==> src/rtl/control_unit.sv <==
// control_unit: multicycle Moore control FSM for the O9 processor.
// Sequences fetch, decode, execute, memory and write-back, and drives the
// datapath strobes for the current state. While reset is low, every output
// is forced to zero so that no write strobe can fire.
module control_unit (
  input  logic       clk,
  input  logic       reset,
  input  logic [5:0] opCode,
  output logic       PCWriteCond,
  output logic       PCWrite,
  output logic       IorD,
  output logic       MemRead,
  output logic       MemWrite,
  output logic       MemtoReg,
  output logic       IRWrite,
  output logic       ALUSrcA,
  output logic       RegWrite,
  output logic       RegDst,
  output logic [1:0] PCSource,
  output logic [1:0] ALUSrcB,
  output logic [1:0] ALUOp,
  output logic       instr_done,
  output logic       illegal_op,
  output logic [3:0] state
);

  localparam logic [5:0] OP_RTYPE = 6'b000000;
  localparam logic [5:0] OP_LW    = 6'b100011;
  localparam logic [5:0] OP_SW    = 6'b101011;
  localparam logic [5:0] OP_BEQ   = 6'b000100;
  localparam logic [5:0] OP_J     = 6'b000010;
  localparam logic [5:0] OP_ADDI  = 6'b001000;

  typedef enum logic [3:0] {
    FETCH0    = 4'd0,
    FETCH1    = 4'd1,
    DECODE    = 4'd2,
    MEM_ADDR  = 4'd3,
    MEM_READ  = 4'd4,
    MEM_WB    = 4'd5,
    MEM_WRITE = 4'd6,
    R_EXEC    = 4'd7,
    R_WB      = 4'd8,
    BRANCH    = 4'd9,
    JUMP      = 4'd10,
    I_EXEC    = 4'd11,
    I_WB      = 4'd12
  } state_t;

  state_t state_q, state_d;

  // State register; a low reset on any rising edge returns to FETCH0.
  always_ff @(posedge clk) begin
    if (!reset) state_q <= FETCH0;
    else        state_q <= state_d;
  end

  // Next-state and Moore outputs; reset low overrides everything with zeros.
  always_comb begin
    state_d     = FETCH0;
    PCWriteCond = 1'b0;
    PCWrite     = 1'b0;
    IorD        = 1'b0;
    MemRead     = 1'b0;
    MemWrite    = 1'b0;
    MemtoReg    = 1'b0;
    IRWrite     = 1'b0;
    ALUSrcA     = 1'b0;
    RegWrite    = 1'b0;
    RegDst      = 1'b0;
    PCSource    = 2'b00;
    ALUSrcB     = 2'b00;
    ALUOp       = 2'b00;
    instr_done  = 1'b0;
    illegal_op  = 1'b0;
    state       = state_q;

    case (state_q)
      FETCH0: begin
        MemRead = 1'b1;
        state_d = FETCH1;
      end
      FETCH1: begin
        MemRead = 1'b1;
        IRWrite = 1'b1;
        ALUSrcB = 2'b01;
        PCWrite = 1'b1;
        state_d = DECODE;
      end
      DECODE: begin
        ALUSrcB = 2'b11;
        case (opCode)
          OP_LW, OP_SW: state_d = MEM_ADDR;
          OP_RTYPE:     state_d = R_EXEC;
          OP_BEQ:       state_d = BRANCH;
          OP_J:         state_d = JUMP;
          OP_ADDI:      state_d = I_EXEC;
          default: begin
            state_d    = FETCH0;
            illegal_op = 1'b1;
            instr_done = 1'b1;
          end
        endcase
      end
      MEM_ADDR: begin
        ALUSrcA = 1'b1;
        ALUSrcB = 2'b10;
        if (opCode == OP_LW)      state_d = MEM_READ;
        else if (opCode == OP_SW) state_d = MEM_WRITE;
        else                      state_d = FETCH0;
      end
      MEM_READ: begin
        MemRead = 1'b1;
        IorD    = 1'b1;
        state_d = MEM_WB;
      end
      MEM_WB: begin
        MemtoReg   = 1'b1;
        RegWrite   = 1'b1;
        instr_done = 1'b1;
      end
      MEM_WRITE: begin
        MemWrite   = 1'b1;
        IorD       = 1'b1;
        instr_done = 1'b1;
      end
      R_EXEC: begin
        ALUSrcA = 1'b1;
        ALUOp   = 2'b10;
        state_d = R_WB;
      end
      R_WB: begin
        RegDst     = 1'b1;
        RegWrite   = 1'b1;
        instr_done = 1'b1;
      end
      BRANCH: begin
        ALUSrcA     = 1'b1;
        ALUOp       = 2'b01;
        PCWriteCond = 1'b1;
        PCSource    = 2'b01;
        instr_done  = 1'b1;
      end
      JUMP: begin
        PCWrite    = 1'b1;
        PCSource   = 2'b10;
        instr_done = 1'b1;
      end
      I_EXEC: begin
        ALUSrcA = 1'b1;
        ALUSrcB = 2'b10;
        state_d = I_WB;
      end
      I_WB: begin
        RegWrite   = 1'b1;
        instr_done = 1'b1;
      end
      default: begin
        state_d = FETCH0;
      end
    endcase

    if (!reset) begin
      PCWriteCond = 1'b0;
      PCWrite     = 1'b0;
      IorD        = 1'b0;
      MemRead     = 1'b0;
      MemWrite    = 1'b0;
      MemtoReg    = 1'b0;
      IRWrite     = 1'b0;
      ALUSrcA     = 1'b0;
      RegWrite    = 1'b0;
      RegDst      = 1'b0;
      PCSource    = 2'b00;
      ALUSrcB     = 2'b00;
      ALUOp       = 2'b00;
      instr_done  = 1'b0;
      illegal_op  = 1'b0;
      state       = 4'd0;
    end
  end

endmodule

==> config.mk <==
export PLATFORM = sky130hd
export DESIGN_NAME = control_unit
export DESIGN_NICKNAME = d
export VERILOG_FILES = /design/src/rtl/control_unit.sv
export SDC_FILE = /design/constraint.sdc
export NUM_CORES = 1
export LEC_CHECK = 0
export BUFFER_PORTS_ARGS = -buffer_cell sky130_fd_sc_hd__buf_2
export CORE_AREA = 8 8 45 47
export DETAILED_ROUTE_END_ITERATION = 6
export DIE_AREA = 0 0 53 55
export GPL_TIMING_DRIVEN = 0
export PLACE_DENSITY_LB_ADDON = 0.15
export SLEW_MARGIN = 20
export SYNTH_ARGS = -nofsm -noshare
export SYNTH_HDL_FRONTEND = slang
export SYNTH_SLANG_ARGS = --single-unit
==> constraint.sdc <==
create_clock -name clk -period 1.85 [get_ports clk]
set_input_delay 0.37 -clock clk [delete_from_list [all_inputs] [get_ports clk]]
set_output_delay 0.37 -clock clk [all_outputs]
set_load 0.01 [all_outputs]
==> flow_summary_export.csv, run 1 <==
group,metric,value,unit
run_status,outcome,"finished, final reports clean",
critical_path,end_kind,"primary output",
timing,fmax,560,MHz
global_routing,grtUsageTotal,12.3,%
power_and_ir_drop,ir_drop,269,uV
synth,syn_nets,99,
detailed_routing,via_per_inst,5.36,
clock_tree,clockBufferDepth,2,
finish,multiInputGateArea,438,sq um
clock_tree,htreeDepth,1,
die,ioPinCount,30,
timing,period_share,96.5,%
power_and_ir_drop,p_total,316,uW
finish,nets,132,
timing,fin_worst_skew,0.00331,ns
detailed_routing,routed_wl,1.73,mm
synth,synth-compound-area-share,27.0,%
synth,yosys.area_share.simple,43.0,%
finish,final_common_cell,"buf_2",
synth,synth_top_family_by_area,"simple AND/OR/NAND/NOR gates",
detailed_routing,first_pass_iters,4,
synth,yosys_most_used_dff,"dfxtp_1",
detailed_routing,drtIter0Drc,21,
placement,io_buffers,26,
synth,ys_seq_area_share,13.6,%
synth,yosysWarnings,0,
run,cap_violations,0,
clock_tree,cts_sinks,4,
clock_tree,path_clk_slew,0.04,ns
timing,slew_viol_final,0,
finish,final_cell_mix,"28 x buf_2, 14 x nor2_1, 9 x nand2_1",
critical_path,crit_type,"reg -> out",
global_routing,grt_pass1_vias,709,
timing,finalSetupViolCount,0,
detailed_routing,num_vias,739,
power_and_ir_drop,pwr_density_cell,401,nW/um^2
detailed_routing,drc_errors,0,
timing,finalHoldViolations,0,
synth,synth_cells,91,
finish,antenna-diode-count,0,
synth,avgSynthCellArea,6.46,sq um
die,dieArea,2920,sq um
finish,top_register,"state_q",
die,start_util,42.5,%
finish,ff_latch_area,81.3,sq um
finish,fillerInstances,154,
detailed_routing,ant_nets,0,
critical_path,arrival,1.42,ns
finish,fin_cells,138,
placement,dp_hpwl,1.37,mm
die,die_y,55,um
synth,synth_fa_ha_area_share,1.70,%
clock_tree,cts_made_buffers,3,
timing,slew_headroom,71.4,%
synth,synth_mux_area_share,0,%
synth,synth_cell_types,34,
synth,syn_area,588,sq um
worst_hold_path,worst_hold_path_type,"in -> reg",
global_routing,grt_max_degree,11,
synth,ys_seq_elements,4,
clock_tree,cts_tree,"yes",
placement,dpl.cell_count,133,
timing,tightest_slew,0.425,ns
die,die_w,53,um
global_routing,grt_overflow,0,
synth,synthXorXnorAreaFrac,1.49,%
detailed_routing,wl_per_cell,12.5,um
die,core,1380,sq um
power_and_ir_drop,p_leak,0.386,nW
global_routing,grt_pass1_wl,2.87,mm
synth,synth_edf_count,0,
critical_path,cp.required,1.48,ns
clock_tree,root_buffer,"clkbuf_4",
finish,drive_above_1_share,37.7,%
die,num_rows,14,
synth,async_flop_share,0,%
critical_path,crit_fanout,5,
timing,period_needed,1.79,ns
clock_tree,insertion_delay,0.23,ns
critical_path,startpoint_type,"flip-flop",
finish,reg_top3,"state_q x4",
global_routing,antenna_found_initial,0,
placement,place.gp.congestion,0.913,
finish,largest_reg_flops,4,
finish,area_delta_synth_final,34.0,%
routing by layer:
| metal | part of all wire (%) | up-vias | GRT usage [%] |
|---|---|---|---|
| li1 | - | 380 | - |
| met1 | 43 | 325 | 14.7 |
| met2 | 43 | 32 | 19.1 |
| met3 | 12 | 2 | 2.67 |
| met4 | 1.2 | 0 | 9.05 |
| met5 | 0 | - | 0 |
cell usage after synthesis (3+ instances only):
library cell,instances,area (sq um)
dfxtp_1,4,80.1
and2_1,4,25.0
nor2b_1,3,18.8
nand2_1,9,33.8
buf_4,6,45.0
nor3b_1,3,22.5
o21ai_0,5,25.0
nor3_1,5,25.0
nor2_1,14,52.6
a21oi_1,6,30.0
path summary, 6_finish.rpt:
kind | slack (ns) | startpoint | to | depth (start not counted)
max | 0.06 | state_q[2] | instr_done | 5
min | 0.55 | opCode[4] | state_q[1] | 4
max reg2reg | 0.49 | state_q[0] | state_q[1] | 5
min reg2reg | 0.65 | state_q[3] | state_q[0] | 2
timing repair:
action                                 in CTS  in global routing
endpoints found under the hold margin       0                  0
pin swaps                                   0                  0
hold buffers                                0                  0
setup buffers                               0                  2
gates resized for setup                     3                  1
setup endpoints to repair                   1                  2
area by class of cell:
type / count / share of cell area (%)
inverter: 2 / 0.952
sequential: 4 / 10.3
clock buffer: 3 / 2.86
buffer: 10 / 9.37
multi-input combinational: 75 / 55.6
tap: 16 / 2.54
timing repair buffer: 28 / 18.4
metrics by stage:
step / utilization [%] / instance area, sq um / hold WS (ns) / setup TNS [ns] / setup slack [ns]
6_report: 57.0 / 788 / 0.550 / 0 / 0.0644
5_1_grt: 57.0 / 788 / 0.587 / -0.0240 / -0.0240
4_1_cts: 55.6 / 769 / 0.546 / 0 / 0.0238
3_5_place_dp: 53.3 / 738 / 0.669 / 0 / 0.0889
3_3_place_gp: 53.3 / 738 / 0.651 / 0 / 0.119
2_1_floorplan: - / 588 / 0.576 / 0 / 0.228
power breakdown:
group,switching (mW),internal [mW],total (mW)
Combinational,0.0693,0.0492,0.118
Sequential,0.00225,0.0909,0.0932
Clock,0.0319,0.0723,0.104
Total,0.103,0.212,0.316
logic make-up after synthesis:
kind of cell | Yosys count
buffers and inverters | 12
DFF | 4
AOI/OAI and AO/OA | 24
xor gates and xnor gates | 1
and+or+nand+nor | 49
adders and majority gates | 1
critical path, cell delays in order (launching register included):
cell,delay (ns)
dfxtp_1,0.37
nor2b_4,0.18
o21ai_0,0.14
o21a_1,0.13
a211oi_1,0.19
buf_2,0.17
(Power assumes the default switching activity.)
==> run 2, diff against run 1 <==
- PLACE_DENSITY_LB_ADDON: 0.15 -> 0.05
==> flow_summary_export.csv, run 2 (same netlist as run 1, synthesis figures left out) <==
group,metric,value,unit
detailed_routing,drc_errors,0,
placement,dp_hpwl,1.39,mm
critical_path,r2r_cells,5,
finish,reg_top3,"state_q x4",
timing,tightest_slew,0.393,ns
die,die_w,53,um
placement,placed_cell_area,738,sq um
finish,drive_above_1_share,38.0,%
finish,fin_area,786,sq um
clock_tree,cts_sinks,4,
critical_path,arrival,1.40,ns
detailed_routing,drtIter0Drc,14,
run,cap_violations,0,
timing,finalSetupViolCount,0,
die,ioPinCount,30,
timing,slew_viol_final,0,
die,start_util,42.5,%
finish,nets,131,
timing,period_share,95.7,%
clock_tree,cts_tree,"yes",
detailed_routing,ant_nets,0,
timing,period_needed,1.77,ns
detailed_routing,first_pass_iters,4,
timing,worst_slack,0.0797,ns
run_status,outcome,"finished, final reports clean",
die,num_rows,14,
critical_path,startpoint_type,"input pin",
global_routing,antenna_found_initial,0,
critical_path,crit_family,"adder cells",
die,dieArea,2920,sq um
global_routing,grt_overflow,0,
clock_tree,htreeDepth,1,
timing,finalHoldViolations,0,
detailed_routing,via_per_inst,5.37,
global_routing,grt_max_degree,11,
finish,largest_reg_flops,4,
global_routing,grtUsageTotal,12.2,%
die,die_y,55,um
timing,slew_headroom,73.6,%
timing,rsz0062_at_grt,"false",
detailed_routing,wl_per_cell,12.9,um
placement,place_ws,0.0901,ns
timing,fmax,565,MHz
finish,utilization,56.8,%
power_and_ir_drop,p_leak,0.381,nW
worst_hold_path,worst_hold_path_type,"in -> reg",
critical_path,critPathSlowestCell,"maj3_1",
finish,top_register,"state_q",
clock_tree,insertion_delay,0.23,ns
clock_tree,cts_made_buffers,3,
global_routing,grt_pass1_wl,2.83,mm
timing,fin_worst_skew,0.00435,ns
critical_path,reg2reg_to,"state_q[0]",
timing,finalSetupTns,0,ns
finish,fin_cells,137,
critical_path,crit_end,"instr_done",
clock_tree,path_clk_slew,0.04,ns
critical_path,r2r_slack,0.50,ns
placement,dpl.cell_count,133,
finish,multiInputGateArea,443,sq um
critical_path,path_cells,"clkbuf_1, maj3_1, o22ai_1, a211oi_2, buf_2",
detailed_routing,routed_wl,1.77,mm
critical_path,startpoint,"opCode[3]",
critical_path,cp.required,1.48,ns
critical_path,critPathMaxStageDelay,0.38,ns
global_routing,grt_pass1_vias,671,
power_and_ir_drop,pwr_density_cell,404,nW/um^2
critical_path,crit_buf_inv,2,
placement,io_buffers,26,
power_and_ir_drop,ir_drop,376,uV
finish,area_delta_synth_final,33.6,%
finish,fillerInstances,152,
critical_path,crit_type,"in -> out",
clock_tree,root_buffer,"clkbuf_4",
finish,antenna-diode-count,0,
critical_path,r2r-start,"state_q[1]",
critical_path,crit_fanout,7,
die,core,1380,sq um
clock_tree,clockBufferDepth,2,
finish,final_common_cell,"buf_2",
finish,final_cell_mix,"28 x buf_2, 14 x nor2_1, 9 x nand2_1",
detailed_routing,num_vias,736,
placement,place.gp.congestion,0.899,
critical_path,end_kind,"primary output",
critical_path,worstSetupPathDepth,5,
finish,ff_latch_area,81.3,sq um
## run 2: repair_timing
item                       CTS  global route
buffers inserted             0             1
gates cloned                 0             0
hold buffers                 0             0
setup endpoints to repair    1             1
pin swaps                    0             0
resized for setup            3             3
## run 2: worst min path at each step
stage                     slack (ns)       start    endpoint  cells after the start
after floorplan                 0.58   opCode[4]  state_q[3]                      3
after global placement          0.65  state_q[1]  state_q[0]                      2
after detailed placement        0.65  state_q[1]  state_q[0]                      2
after CTS                       0.53   opCode[4]  state_q[0]                      4
after global routing            0.58   opCode[4]  state_q[0]                      4
final                           0.55   opCode[4]  state_q[0]                      4
## run 2: layout make-up
class / instances / area share, %
repair buffers: 27 / 17.5
multi-input cells: 75 / 56.4
plain buffers: 10 / 9.39
clock buffers: 3 / 2.87
inverters: 2 / 0.955
well taps: 16 / 2.55
flip-flops and latches: 4 / 10.4
## run 2: metal layers
layer  global-route usage, %  vias up  wire length, um
met2                    20.7       24              794
li1                        -      383                -
met5                       0        -                0
met3                    2.41        2              172
met1                    14.3      327              777
met4                    6.47        0               28
## run 2: through the flow
stage | hold slack (ns) | total power, mW
6_report | 0.545 | 0.317
5_1_grt | 0.582 | 0.341
4_1_cts | 0.532 | 0.322
3_5_place_dp | 0.650 | 0.213
3_3_place_gp | 0.648 | 0.212
2_1_floorplan | 0.576 | 0.179
## run 2: report_power, final
| group | total [mW] | switching [mW] | internal (mW) |
|---|---|---|---|
| combinational | 0.120 | 0.0706 | 0.0494 |
| clock | 0.105 | 0.0322 | 0.0723 |
| sequential | 0.0929 | 0.00202 | 0.0909 |
| total | 0.317 | 0.105 | 0.213 |
## run 2: worst reg2reg max path: cells and delay by family (launching register included)
family / cells / cell delay, ns
AOI/OAI and AO/OA: 2 / 0.50
buffers and inverters: 1 / 0.18
DFF: 1 / 0.35
and+or+nand+nor: 2 / 0.23
